<file path="src/rtl/apb_slave_regfile.sv">
// apb_slave_regfile: APB register bank with wait states and registered response.
// Define APB_SLV_PSLVERR_EN to answer out-of-range accesses with pslverr.
module apb_slave_regfile #(
  parameter int          NUM_REGS    = 8,
  parameter int          WAIT_CYCLES = 1,
  parameter logic [31:0] BASE_ADDR   = 32'h0000_0000
) (
  input  logic                     pclk,
  input  logic                     presetn,
  input  logic                     psel,
  input  logic                     penable,
  input  logic                     pwrite,
  input  logic [31:0]              paddr,
  input  logic [31:0]              pwdata,
  output logic [31:0]              prdata,
  output logic                     pready,
  output logic                     pslverr,
  output logic [NUM_REGS*32-1:0]   regs_o
);
  localparam int AW = $clog2(NUM_REGS);
  typedef enum logic [1:0] {IDLE, WAIT, RESP} state_t;
  state_t state_q, state_d;
  logic [3:0] cnt_q, cnt_d;
  logic wr_q, wr_d, inr_q, inr_d, pready_q, pready_d;
  logic [AW-1:0] idx_q, idx_d;
  logic [31:0] prdata_q, prdata_d;
  logic [31:0] regs_q [NUM_REGS];
  logic [31:0] regs_d [NUM_REGS];
  logic [29:0] off;
  logic unused_ok;
  assign unused_ok = ^paddr[1:0];
  assign off = paddr[31:2] - BASE_ADDR[31:2];
  always_comb begin
    state_d = state_q;
    cnt_d = cnt_q;
    wr_d = wr_q;
    idx_d = idx_q;
    inr_d = inr_q;
    regs_d = regs_q;
    case (state_q)
      IDLE: if (psel && !penable) begin
        wr_d = pwrite;
        idx_d = paddr[AW+1:2];
        inr_d = off < 30'(NUM_REGS);
        cnt_d = 4'(WAIT_CYCLES);
        state_d = WAIT_CYCLES == 0 ? RESP : WAIT;
      end
      WAIT: if (!psel) state_d = IDLE;
      else if (penable) begin
        cnt_d = cnt_q - 4'd1;
        state_d = cnt_q == 4'd1 ? RESP : WAIT;
      end
      RESP: begin
        if (wr_q && inr_q && psel && penable) regs_d[idx_q] = pwdata;
        state_d = IDLE;
      end
      default: state_d = IDLE;
    endcase
    // response flops load on entry to RESP so they are valid for the whole RESP cycle
    pready_d = state_d == RESP;
    prdata_d = (state_d == RESP && !wr_d && inr_d) ? regs_q[idx_d] : 32'h0;
  end
  always_ff @(posedge pclk or negedge presetn) begin
    if (!presetn) begin
      state_q <= IDLE;
      cnt_q <= '0;
      wr_q <= 1'b0;
      idx_q <= '0;
      inr_q <= 1'b0;
      pready_q <= 1'b0;
      prdata_q <= '0;
      for (int k = 0; k < NUM_REGS; k++) regs_q[k] <= '0;
    end else begin
      state_q <= state_d;
      cnt_q <= cnt_d;
      wr_q <= wr_d;
      idx_q <= idx_d;
      inr_q <= inr_d;
      pready_q <= pready_d;
      prdata_q <= prdata_d;
      regs_q <= regs_d;
    end
  end
  always_comb begin
    regs_o = '0;
    for (int k = 0; k < NUM_REGS; k++) regs_o[32*k +: 32] = regs_q[k];
  end
  assign pready = pready_q;
  assign prdata = prdata_q;
`ifdef APB_SLV_PSLVERR_EN
  logic pslverr_q, pslverr_d;
  always_comb pslverr_d = state_d == RESP && !inr_d;
  always_ff @(posedge pclk or negedge presetn) begin
    if (!presetn) pslverr_q <= 1'b0;
    else pslverr_q <= pslverr_d;
  end
  assign pslverr = pslverr_q;
`else
  assign pslverr = 1'b0;
`endif
endmodule
</file>
<file path="config.mk">
export PLATFORM = sky130hd
export DESIGN_NAME = apb_slave_regfile
export DESIGN_NICKNAME = d
export VERILOG_FILES = /design/src/rtl/apb_slave_regfile.sv
export SDC_FILE = /design/constraint.sdc
export NUM_CORES = 1
export LEC_CHECK = 0
export CAP_MARGIN = 10
export CORE_MARGIN = 2
export CORE_UTILIZATION = 49
export CTS_CLUSTER_DIAMETER = 80
export DETAILED_ROUTE_END_ITERATION = 7
export PLACE_DENSITY_LB_ADDON = 0.3
export SETUP_SLACK_MARGIN = 0.02
export SYNTH_ARGS = -nofsm -noshare
export SYNTH_HDL_FRONTEND = slang
export SYNTH_SLANG_ARGS = --single-unit
export TNS_END_PERCENT = 30
</file>
<file path="constraint.sdc">
create_clock -name pclk -period 2.79 [get_ports pclk]
set_input_delay 0.558 -clock pclk [delete_from_list [all_inputs] [get_ports pclk]]
set_output_delay 0.558 -clock pclk [all_outputs]
set_load 0.1 [all_outputs]
</file>
==> results.json, run 1 <==
{
  "dr.pass1.iters": 5,
  "switching_power_mw": 2.58,
  "ys_types": 38,
  "path_cells": "clkdlybuf4s50_1 > nor4b_2 > buf_4 > mux2i_4 > buf_4 > buf_12 > nand2_1 > a32o_1 > nor3_2",
  "insertion_delay_ns": 0.56,
  "antenna_left": 0,
  "ys_seq_area_frac": 0.566,
  "finClkSkew_ns": 0.0104,
  "cts_resized": 0,
  "place.gp.congestion": 0.818,
  "synth_top_cell_area_share": 0.566,
  "cts_max_level": 1,
  "initial_core_util": 0.495,
  "area_growth_pct": 36.3,
  "pwr-share-seq": 0.435,
  "outcome": "finished clean",
  "cts_buffer_depth": 3,
  "drt_wl_total_um": 39300,
  "cpPeakStageDelay_ns": 0.50,
  "synth.mux.area_fraction": 0.267,
  "synth_area_leaders": "dfrtp_1 (57%), mux2_2 (21%), mux2i_1 (4.9%)",
  "root_buffer": "clkbuf_16",
  "numPortBuffers": 355,
  "synth_edf_count": 0,
  "arrival_ns": 2.91,
  "syn_area_um2": 13300,
  "reg2regPathDepth": 8,
  "ys_seq_elements": 300,
  "post_cts_buffers": 0,
  "synthCells": 983,
  "dp_hpwl_um": 26900,
  "irDropWorstVdd_mv": 0.504,
  "synth_fa_ha_area_frac": 0.00189,
  "grt_pass1_vias": 10200,
  "p_total_mw": 10.2,
  "wl_per_cell_um": 22.7,
  "finish.utilization": 0.675,
  "setup_viol": 0,
  "drc": 0,
  "drtIter0Drc": 738,
  "pwr-share-comb": 0.144,
  "fin_crit_sh": 0.875,
  "synth.most_common_cell": "dfrtp_1",
  "p_int_mw": 7.59,
  "drv_cap": 0,
  "fin_area_um2": 18100,
  "power_density_nw_per_um2": 562,
  "power_switching_share": 0.254,
  "worst_path_most_repeated_cell": "buf_4",
  "clk_pin_slew_ns": 0.06,
  "slew_headroom": 0.637,
  "antenna_cells": 0,
  "pin_count": 359,
  "grt_max_degree": 72,
  "drive_above_1_share": 0.498,
  "critPathKind": "in2reg",
  "crit_slowest_cell": "clkdlybuf4s50_1",
  "rsz0062_at_grt": "false",
  "die_h_um": 169,
  "worstPathMaxFanout": 13,
  "yosysWarnings": 0,
  "num_rows": 60,
  "antenna_found_initial": 0,
  "hold_ws_ns": 0.510,
  "core_area_um2": 26800,
  "synth_xor_area_frac": 0.00132,
  "grt_pass1_wl_um": 59900,
  "clock-sinks": 300,
  "synth.largest_area_cell": "dfrtp_1",
  "grt_util_all_layers": 0.272,
  "p_leak_nw": 9.09,
  "yosys-top-cells-count": "dfrtp_1 (300), mux2_2 (251), nand2_1 (143)",
  "syn_nets": 1054,
  "cp.required_ns": 3.25,
  "max_freq_mhz": 410,
  "synthFlopType": "dfrtp_1",
  "vias": 9903,
  "die_area_um2": 28400,
  "cts_made_buffers": 31,
  "nNetsFinal": 1433,
  "dp_cells": 1669,
  "fin_crit_ns": 2.44,
  "yosys.area_share.simple": 0.0848,
  "avgSynthCellArea_um2": 13.5,
  "setup.worst_path.end_class": "flip-flop",
  "die_w_um": 169,
  "avgViaCountPerCell": 5.73,
  "critPathLaunchType": "input port",
  "synth_top_family_by_area": "multiplexers",
  "pwr-share-clk": 0.421,
  "final_cells": 1727,
  "dpl_cell_area_um2": 17000,
  "async_flop_share": 1.00,
  "synth_compound_area_frac": 0.0528,
  "tightest_slew_ns": 0.544,
  "cts_tree": "done",
  "hold_violations": 0,
  "drv_slew": 0,
  "min_path_type": "in2async",
  "grt.overflow.total": 0
}
## per-stage QoR
stage               worst slack [ns]  setup TNS, ns
floorplan                      0.591              0
global placement              -0.140          -6.42
detailed placement            -0.172          -6.34
CTS                            0.384              0
global route                   0.293              0
finish                         0.349              0
## what timing repair did
item,CTS,global route
endpoints found under the hold margin,44,0
setup endpoints to repair,0,0
hold buffers,1,0
## placed cells by master, fill, tap and decap left out, types with 4 or more instances in the layout
cell               n
a32o_1            64
buf_12            28
buf_4            317
bufinv_16          4
clkbuf_1           6
clkbuf_16         31
clkbuf_8           7
clkdlybuf4s50_1   65
clkinv_2           7
dfrtp_1          300
mux2_1             6
mux2_2           251
mux2i_1           64
nand2_1          142
nand3_1            5
nand3b_1           6
nor2_1             6
nor3_1             6
nor3_2            29
nor4_1             7
## layer usage
metal  part of all wire  vias up  track usage
li1                   -     4332            -
met1               0.40     5073        0.344
met2               0.48      395        0.461
met3              0.079      103       0.0687
met4              0.038        0       0.0922
met5                  0        -            0
## power groups by stage
stage,sequential (mW),combinational (mW),clock (mW)
global route,4.43,1.55,4.53
CTS,4.42,1.47,4.35
global placement,4.50,1.44,0
finish,4.42,1.47,4.28
detailed placement,4.50,1.46,0
floorplan,4.48,0.816,0
## registers in the layout, indices dropped and copies added, names as in the netlist
| register | cells |
|---|---|
| pready | 1 |
| state_q | 2 |
| prdata | 32 |
| inr_q | 1 |
| regs_o | 256 |
| cnt_q | 4 |
| idx_q | 3 |
| wr_q | 1 |
## cell type report
type	instances	area (µm²)
inverter	3	16.3
timing repair buffer	412	3620
sequential	300	7510
clock buffer	44	895
multi-input combinational	614	5460
tap	341	427
fill	1934	8710
clock inverter	13	173
## kinds of logic (layout without fill, tap and decap cells)
logic type / Yosys count / after routing
buf+inv: 69 / 472
fa+ha+maj: 2 / 2
mux: 322 / 322
compound gates: 69 / 69
flops: 300 / 300
xor+xnor: 2 / 2
other cells: 1 / 1
simple gates: 218 / 218
## path summary, 6_finish.rpt
check / slack, ns / end / start
setup / recovery: 0.35 / prdata[7] / penable
hold / removal: 0.51 / regs_o[100] / presetn
setup reg to reg: 0.45 / prdata[7] / state_q[0]
hold reg to reg: 0.52 / regs_o[232] / regs_o[232]
max in group asynchronous: 1.39 / regs_o[129] / presetn
min in group pclk: 0.52 / regs_o[232] / regs_o[232]
## worst max-delay path: cells and delay by family
family / cells / cell delay, ns
mux: 1 / 0.36
compound gates: 1 / 0.25
buf+inv: 4 / 1.11
simple gates: 3 / 0.61
Note: power is estimated with default switching activity, not from simulation.
==> inputs of run 2 (changes only) <==
--- a/config.mk
+++ b/config.mk
@@ -11,6 +11,7 @@
 export CTS_CLUSTER_DIAMETER = 80
 export DETAILED_ROUTE_END_ITERATION = 7
 export PLACE_DENSITY_LB_ADDON = 0.3
+export RECOVER_POWER = 25
 export SETUP_SLACK_MARGIN = 0.02
 export SYNTH_ARGS = -nofsm -noshare
 export SYNTH_HDL_FRONTEND = slang
==> results.json, run 2 (same netlist as run 1, synthesis figures left out) <==
{
  "p_leak_nw": 9.09,
  "cts_max_level": 1,
  "die_area_um2": 28400,
  "irDropWorstVdd_mv": 0.504,
  "worstPathMaxFanout": 19,
  "pin_count": 359,
  "place.gp.congestion": 0.818,
  "nFillCells": 1935,
  "cts_made_buffers": 31,
  "fin_crit_sh": 0.880,
  "area_growth_pct": 36.1,
  "setup_viol": 0,
  "arrival_ns": 2.92,
  "grt_util_met3": 0.0687,
  "clk_pin_slew_ns": 0.06,
  "use_met2": 0.461,
  "avgViaCountPerCell": 5.68,
  "numPortBuffers": 355,
  "drtIter0Drc": 643,
  "insertion_delay_ns": 0.55,
  "max_freq_mhz": 407,
  "vias": 9816,
  "nNetsFinal": 1433,
  "root_buffer": "clkbuf_16",
  "fin_area_um2": 18100,
  "p_total_mw": 10.2,
  "post_cts_buffers": 0,
  "busiest_layer": "met2",
  "dp_hpwl_um": 26900,
  "die_h_um": 169,
  "cp.required_ns": 3.25,
  "cts_buffer_depth": 3,
  "critPathLaunchType": "input port",
  "dr.pass1.iters": 4,
  "cts_tree": "done",
  "grt_util_all_layers": 0.272,
  "clock-sinks": 300,
  "hold_violations": 0,
  "globalRouteMet1Util": 0.344,
  "grt_pass1_wl_um": 59900,
  "finClkSkew_ns": 0.00898,
  "grt_max_degree": 72,
  "regArea_um2": 7510,
  "slew_headroom": 0.108,
  "drt_wl_total_um": 39200,
  "multiInputGateArea_um2": 5460,
  "min_path_type": "reg2reg",
  "power_density_nw_per_um2": 562,
  "dpl_cell_area_um2": 17000,
  "largest_reg_flops": 256,
  "tightest_slew_ns": 1.34,
  "antenna_found_initial": 0,
  "grt_pass1_vias": 10200,
  "grt.overflow.total": 0,
  "antenna_cells": 0,
  "drv_cap": 0,
  "rsz0062_at_grt": "false",
  "drc": 0,
  "final_cell_mix": "buf_4 (317), dfrtp_1 (300), mux2_2 (251)",
  "antenna_left": 0,
  "critPathKind": "in2reg",
  "core_area_um2": 26800,
  "initial_core_util": 0.495,
  "setup.worst_path.end_class": "flip-flop",
  "fin_crit_ns": 2.46,
  "wl_per_cell_um": 22.7,
  "drive_above_1_share": 0.498,
  "die_w_um": 169,
  "r2r_slack_ns": 0.44,
  "num_rows": 60,
  "outcome": "finished clean",
  "layout_commonest_cell": "buf_4",
  "drv_slew": 0
}
[run 2: cell count changes in the layout (fill, tap and decap cells not counted)]
| cell | previous run | this run |
|---|---|---|
| clkbuf_4 | 0 | 1 |
| dlygate4sd3_1 | 1 | 2 |
| buf_8 | 1 | 0 |
| clkbuf_2 | 0 | 1 |
| buf_12 | 28 | 27 |
| clkdlybuf4s50_1 | 65 | 64 |
[run 2: path summary, 6_finish.rpt]
path	from	to	cells after the start
setup / recovery	penable	prdata[21]	9
hold / removal	regs_o[232]	regs_o[232]	1
setup reg to reg	state_q[0]	prdata[21]	8
hold reg to reg	regs_o[232]	regs_o[232]	1
max in group asynchronous	presetn	regs_o[168]	3
min in group asynchronous	presetn	regs_o[100]	2
[run 2: layout make-up]
cell class                      instances  area share
Clock inverter                         13     0.00955
Timing Repair Buffer                  412       0.199
Sequential cell                       300       0.415
Multi-Input combinational cell        614       0.302
Tap cell                              341      0.0236
Clock buffer                           44      0.0495
Inverter                                3    0.000900
[run 2: where the power goes]
| group | switching (mW) | internal [mW] | total [mW] | leakage, nW |
|---|---|---|---|---|
| sequential | 0.0488 | 4.38 | 4.42 | 4.18 |
| clock | 1.69 | 2.59 | 4.28 | 0.532 |
| combinational | 0.836 | 0.623 | 1.46 | 4.37 |
| total | 2.57 | 7.59 | 10.2 | 9.09 |
[run 2: what timing repair did]
| item | in CTS | in global routing |
|---|---|---|
| endpoints found under the hold margin | 44 | 0 |
| hold buffers | 1 | 0 |
| resized for setup | 0 | 0 |
| endpoints found under the setup margin | 0 | 0 |
[run 2: critical path, stage by stage]
cell and delay (ns):
clkdlybuf4s50_1 0.50, nor4b_2 0.38, buf_4 0.22, mux2i_4 0.36, buf_4 0.19, buf_12 0.15
nand2_1 0.08, a32o_1 0.25, nor3_2 0.20
[run 2: routing by layer]
metal / up-vias / routed length (µm)
met3: 86 / 3230
met1: 5012 / 15600
met4: 0 / 1350
met5: - / 0
li1: 4325 / -
met2: 393 / 19100
[run 2: through the flow]
| step | hold slack, ns | worst slack [ns] | TNS (ns) | instances | utilization |
|---|---|---|---|---|---|
| finish | 0.521 | 0.334 | 0 | 1727 | 0.674 |
| global route | 0.549 | 0.157 | 0 | 1727 | 0.674 |
| CTS | 0.518 | 0.384 | 0 | 1727 | 0.675 |
| global placement | 0.502 | -0.140 | -6.42 | 1669 | 0.635 |
| detailed placement | 0.500 | -0.172 | -6.34 | 1669 | 0.635 |
| floorplan | 0.262 | 0.591 | 0 | 983 | - |
==> patch, RTL diff (settings of run 2) <==
The 3 states of `state_t` get a one-hot encoding in 3 bits.
--- a/src/rtl/apb_slave_regfile.sv
+++ b/src/rtl/apb_slave_regfile.sv
@@ -19,5 +19,5 @@
 );
   localparam int AW = $clog2(NUM_REGS);
-  typedef enum logic [1:0] {IDLE, WAIT, RESP} state_t;
+  typedef enum logic [2:0] {IDLE = 3'b001, WAIT = 3'b010, RESP = 3'b100} state_t;
   state_t state_q, state_d;
   logic [3:0] cnt_q, cnt_d;
Formal check against the unedited RTL: no difference found for any inputs over 4 cycles, from zero or initial values and one cycle with presetn low; so few cycles prove little.
==> patch against run 2 <==
The flow now finishes with violations (capacitance limit, slew limit); critical endpoint is now prdata[28]; critical path type unchanged; area after synthesis grew 10%; final area rose by 8.1%; largest power group unchanged; sequential cell count is 1 higher; total power hardly changed; count of clock-buffer cells in the layout grew 7; non-clock buffer count increased by 14; worst setup slack worse by 0.0098 ns; routed wire length is 26% higher; first-iteration DRC count grew 77%; sequential share of layout area decreased by 3.0 points; maximum frequency shrank 0.40%.
==> patch: results (changes against run 2) <==
[metrics] status: complete, but fails checks (was completed)
[metrics] violated checks: capacitance limit, slew limit
[metrics] Seq/Total Area, Yosys: 51.46% (was 56.55%)
[metrics] worst endpoint required time: 3.15 ns (was 3.25 ns)
[metrics] actual transition at the worst max-transition pin: 2.396 ns (was 1.338 ns)
[metrics] combined global-route utilization of all metal layers: 30.81% (was 27.24%)
[metrics] worst setup slack for register-to-register paths: 0.34 ns (was 0.44 ns)
[metrics] Distinct cells, synth: 57 (was 38)
[metrics] depth of the worst register-to-register path: 7 (was 8)
[metrics] xor/xnor share of the synthesized area: 0.1196% (was 0.1320%)
[metrics] compound-gate portion of the synthesized area: 16.96% (was 5.278%)
[metrics] cell types with the highest counts after synthesis: sky130_fd_sc_hd__dfrtp_1, sky130_fd_sc_hd__mux2_2, sky130_fd_sc_hd__o21ai_0 (was sky130_fd_sc_hd__dfrtp_1, sky130_fd_sc_hd__mux2_2, sky130_fd_sc_hd__nand2_1)
[metrics] Final Max Slew Viols: 77 (was 0)
[metrics] Fillers: 2196 (was 1935)
[metrics] HPWL after detailed placement: 32.39 mm (was 26.87 mm)
[metrics] global-route wire length before repair: 74.24 mm (was 59.90 mm)
[metrics] final weighted congestion in routability-driven placement: 0.8224 (was 0.8181)
[metrics] static leakage: 9.524 nW (was 9.086 nW)
[metrics] ranking of synthesized cells by area: sky130_fd_sc_hd__dfrtp_1, sky130_fd_sc_hd__mux2_2, sky130_fd_sc_hd__o21ai_0 (was sky130_fd_sc_hd__dfrtp_1, sky130_fd_sc_hd__mux2_2, sky130_fd_sc_hd__mux2i_1)
[metrics] final core utilization: 66.07% (was 67.43%)
[metrics] maximum fanout encountered on the critical timing path: 22 (was 19)
[metrics] maximum number of pins on one net before global-route repair: 83 (was 72)
[metrics] via count: 12667 (was 9816)
[metrics] period utilisation layout: 88.39% (was 88.04%)
[metrics] number of buffers created by CTS: 34 (was 31)
[metrics] number of detailed-route iterations in the first pass: 6 (was 4)
[metrics] adder-cell share of the synthesized area: 0.1709% (was 0.1885%)
[metrics] number of max-cap violations: 1 (was 0)
[metrics] standard cell area after detailed placement: 18500 um^2 (was 17020 um^2)
[metrics] via count of the first global-routing pass: 12825 (was 10174)
[metrics] H-tree lvl count: 2 (was 1)
[metrics] Fin Clk Skew: 0.02512 ns (was 0.008981 ns)
[metrics] share of synthesized area spent on multiplexers: 19.84% (was 26.70%)
[metrics] fraction of final layout cells sized beyond drive strength 1: 43.19% (was 49.78%)
-- patch: cell types whose count changed after synthesis, moves of 28 or more --
cell	change
sky130_fd_sc_hd__a211oi_1	+28
sky130_fd_sc_hd__and3_1	+35
sky130_fd_sc_hd__clkbuf_1	+30
sky130_fd_sc_hd__mux2i_1	-65
sky130_fd_sc_hd__nand2_1	-126
sky130_fd_sc_hd__nand3_1	+49
sky130_fd_sc_hd__nor3_2	-29
sky130_fd_sc_hd__o21ai_0	+100
-- patch: per-layer routing --
metal / GRT usage (%) / routed length, um / up-vias
met1: 39.40 / 19050 / 6390
met3: 7.539 / 4701 / 159
met5: 0 / 0 / -
met2: 48.81 / 23340 / 763
li1: - / - / 5355
met4: 15.77 / 2369 / 0
-- patch: report_power, final --
group / internal [mW] / total, mW / switching, mW
Sequential: 4.38 / 4.42 / 0.0398
Combinational: 0.553 / 1.51 / 0.952
Clock: 2.47 / 4.24 / 1.77
-- patch: layout make-up --
class,instances,area share (%)
tap,390,2.499
multi-input combinational,778,33.72
timing repair buffer,426,19.72
inverter,6,0.1153
clock buffer,51,5.100
sequential,301,38.57
clock inverter,10,0.2755
-- patch: final timing paths --
check	endpoint	start
worst max-delay path	prdata[28]	penable
worst min-delay path	regs_o[238]	regs_o[238]
worst max register to register	prdata[28]	state_q[0]
worst min register to register	regs_o[238]	regs_o[238]
max in group asynchronous	regs_o[45]	presetn
min in group asynchronous	regs_o[246]	presetn
-- patch: metrics by stage --
| stage | total power, mW | std cells | hold WS (ns) | setup TNS, ns | setup WS, ns |
|---|---|---|---|---|---|
| 3_5_place_dp | 5.977 | 1901 | 0.5127 | -0.1398 | -0.1398 |
| 5_1_grt | 10.50 | 1962 | 0.5379 | 0 | 0.2064 |
| 2_1_floorplan | 5.269 | 1201 | 0.2624 | 0 | 0.7308 |
| 4_1_cts | 10.20 | 1962 | 0.09702 | 0 | 0.3532 |
| 6_report | 10.17 | 1962 | 0.5227 | 0 | 0.3239 |
| 3_3_place_gp | 5.939 | 1901 | 0.4970 | -0.09265 | -0.09265 |
-- patch: cell families (layout without fill, tap and decap cells) --
group	count (synthesis)	count (layout)
xor+xnor	2	2
mux	258	258
buf+inv	122	493
compound gates	322	322
other cells	1	1
simple gates	193	193
flops	301	301
fa+ha+maj	2	2
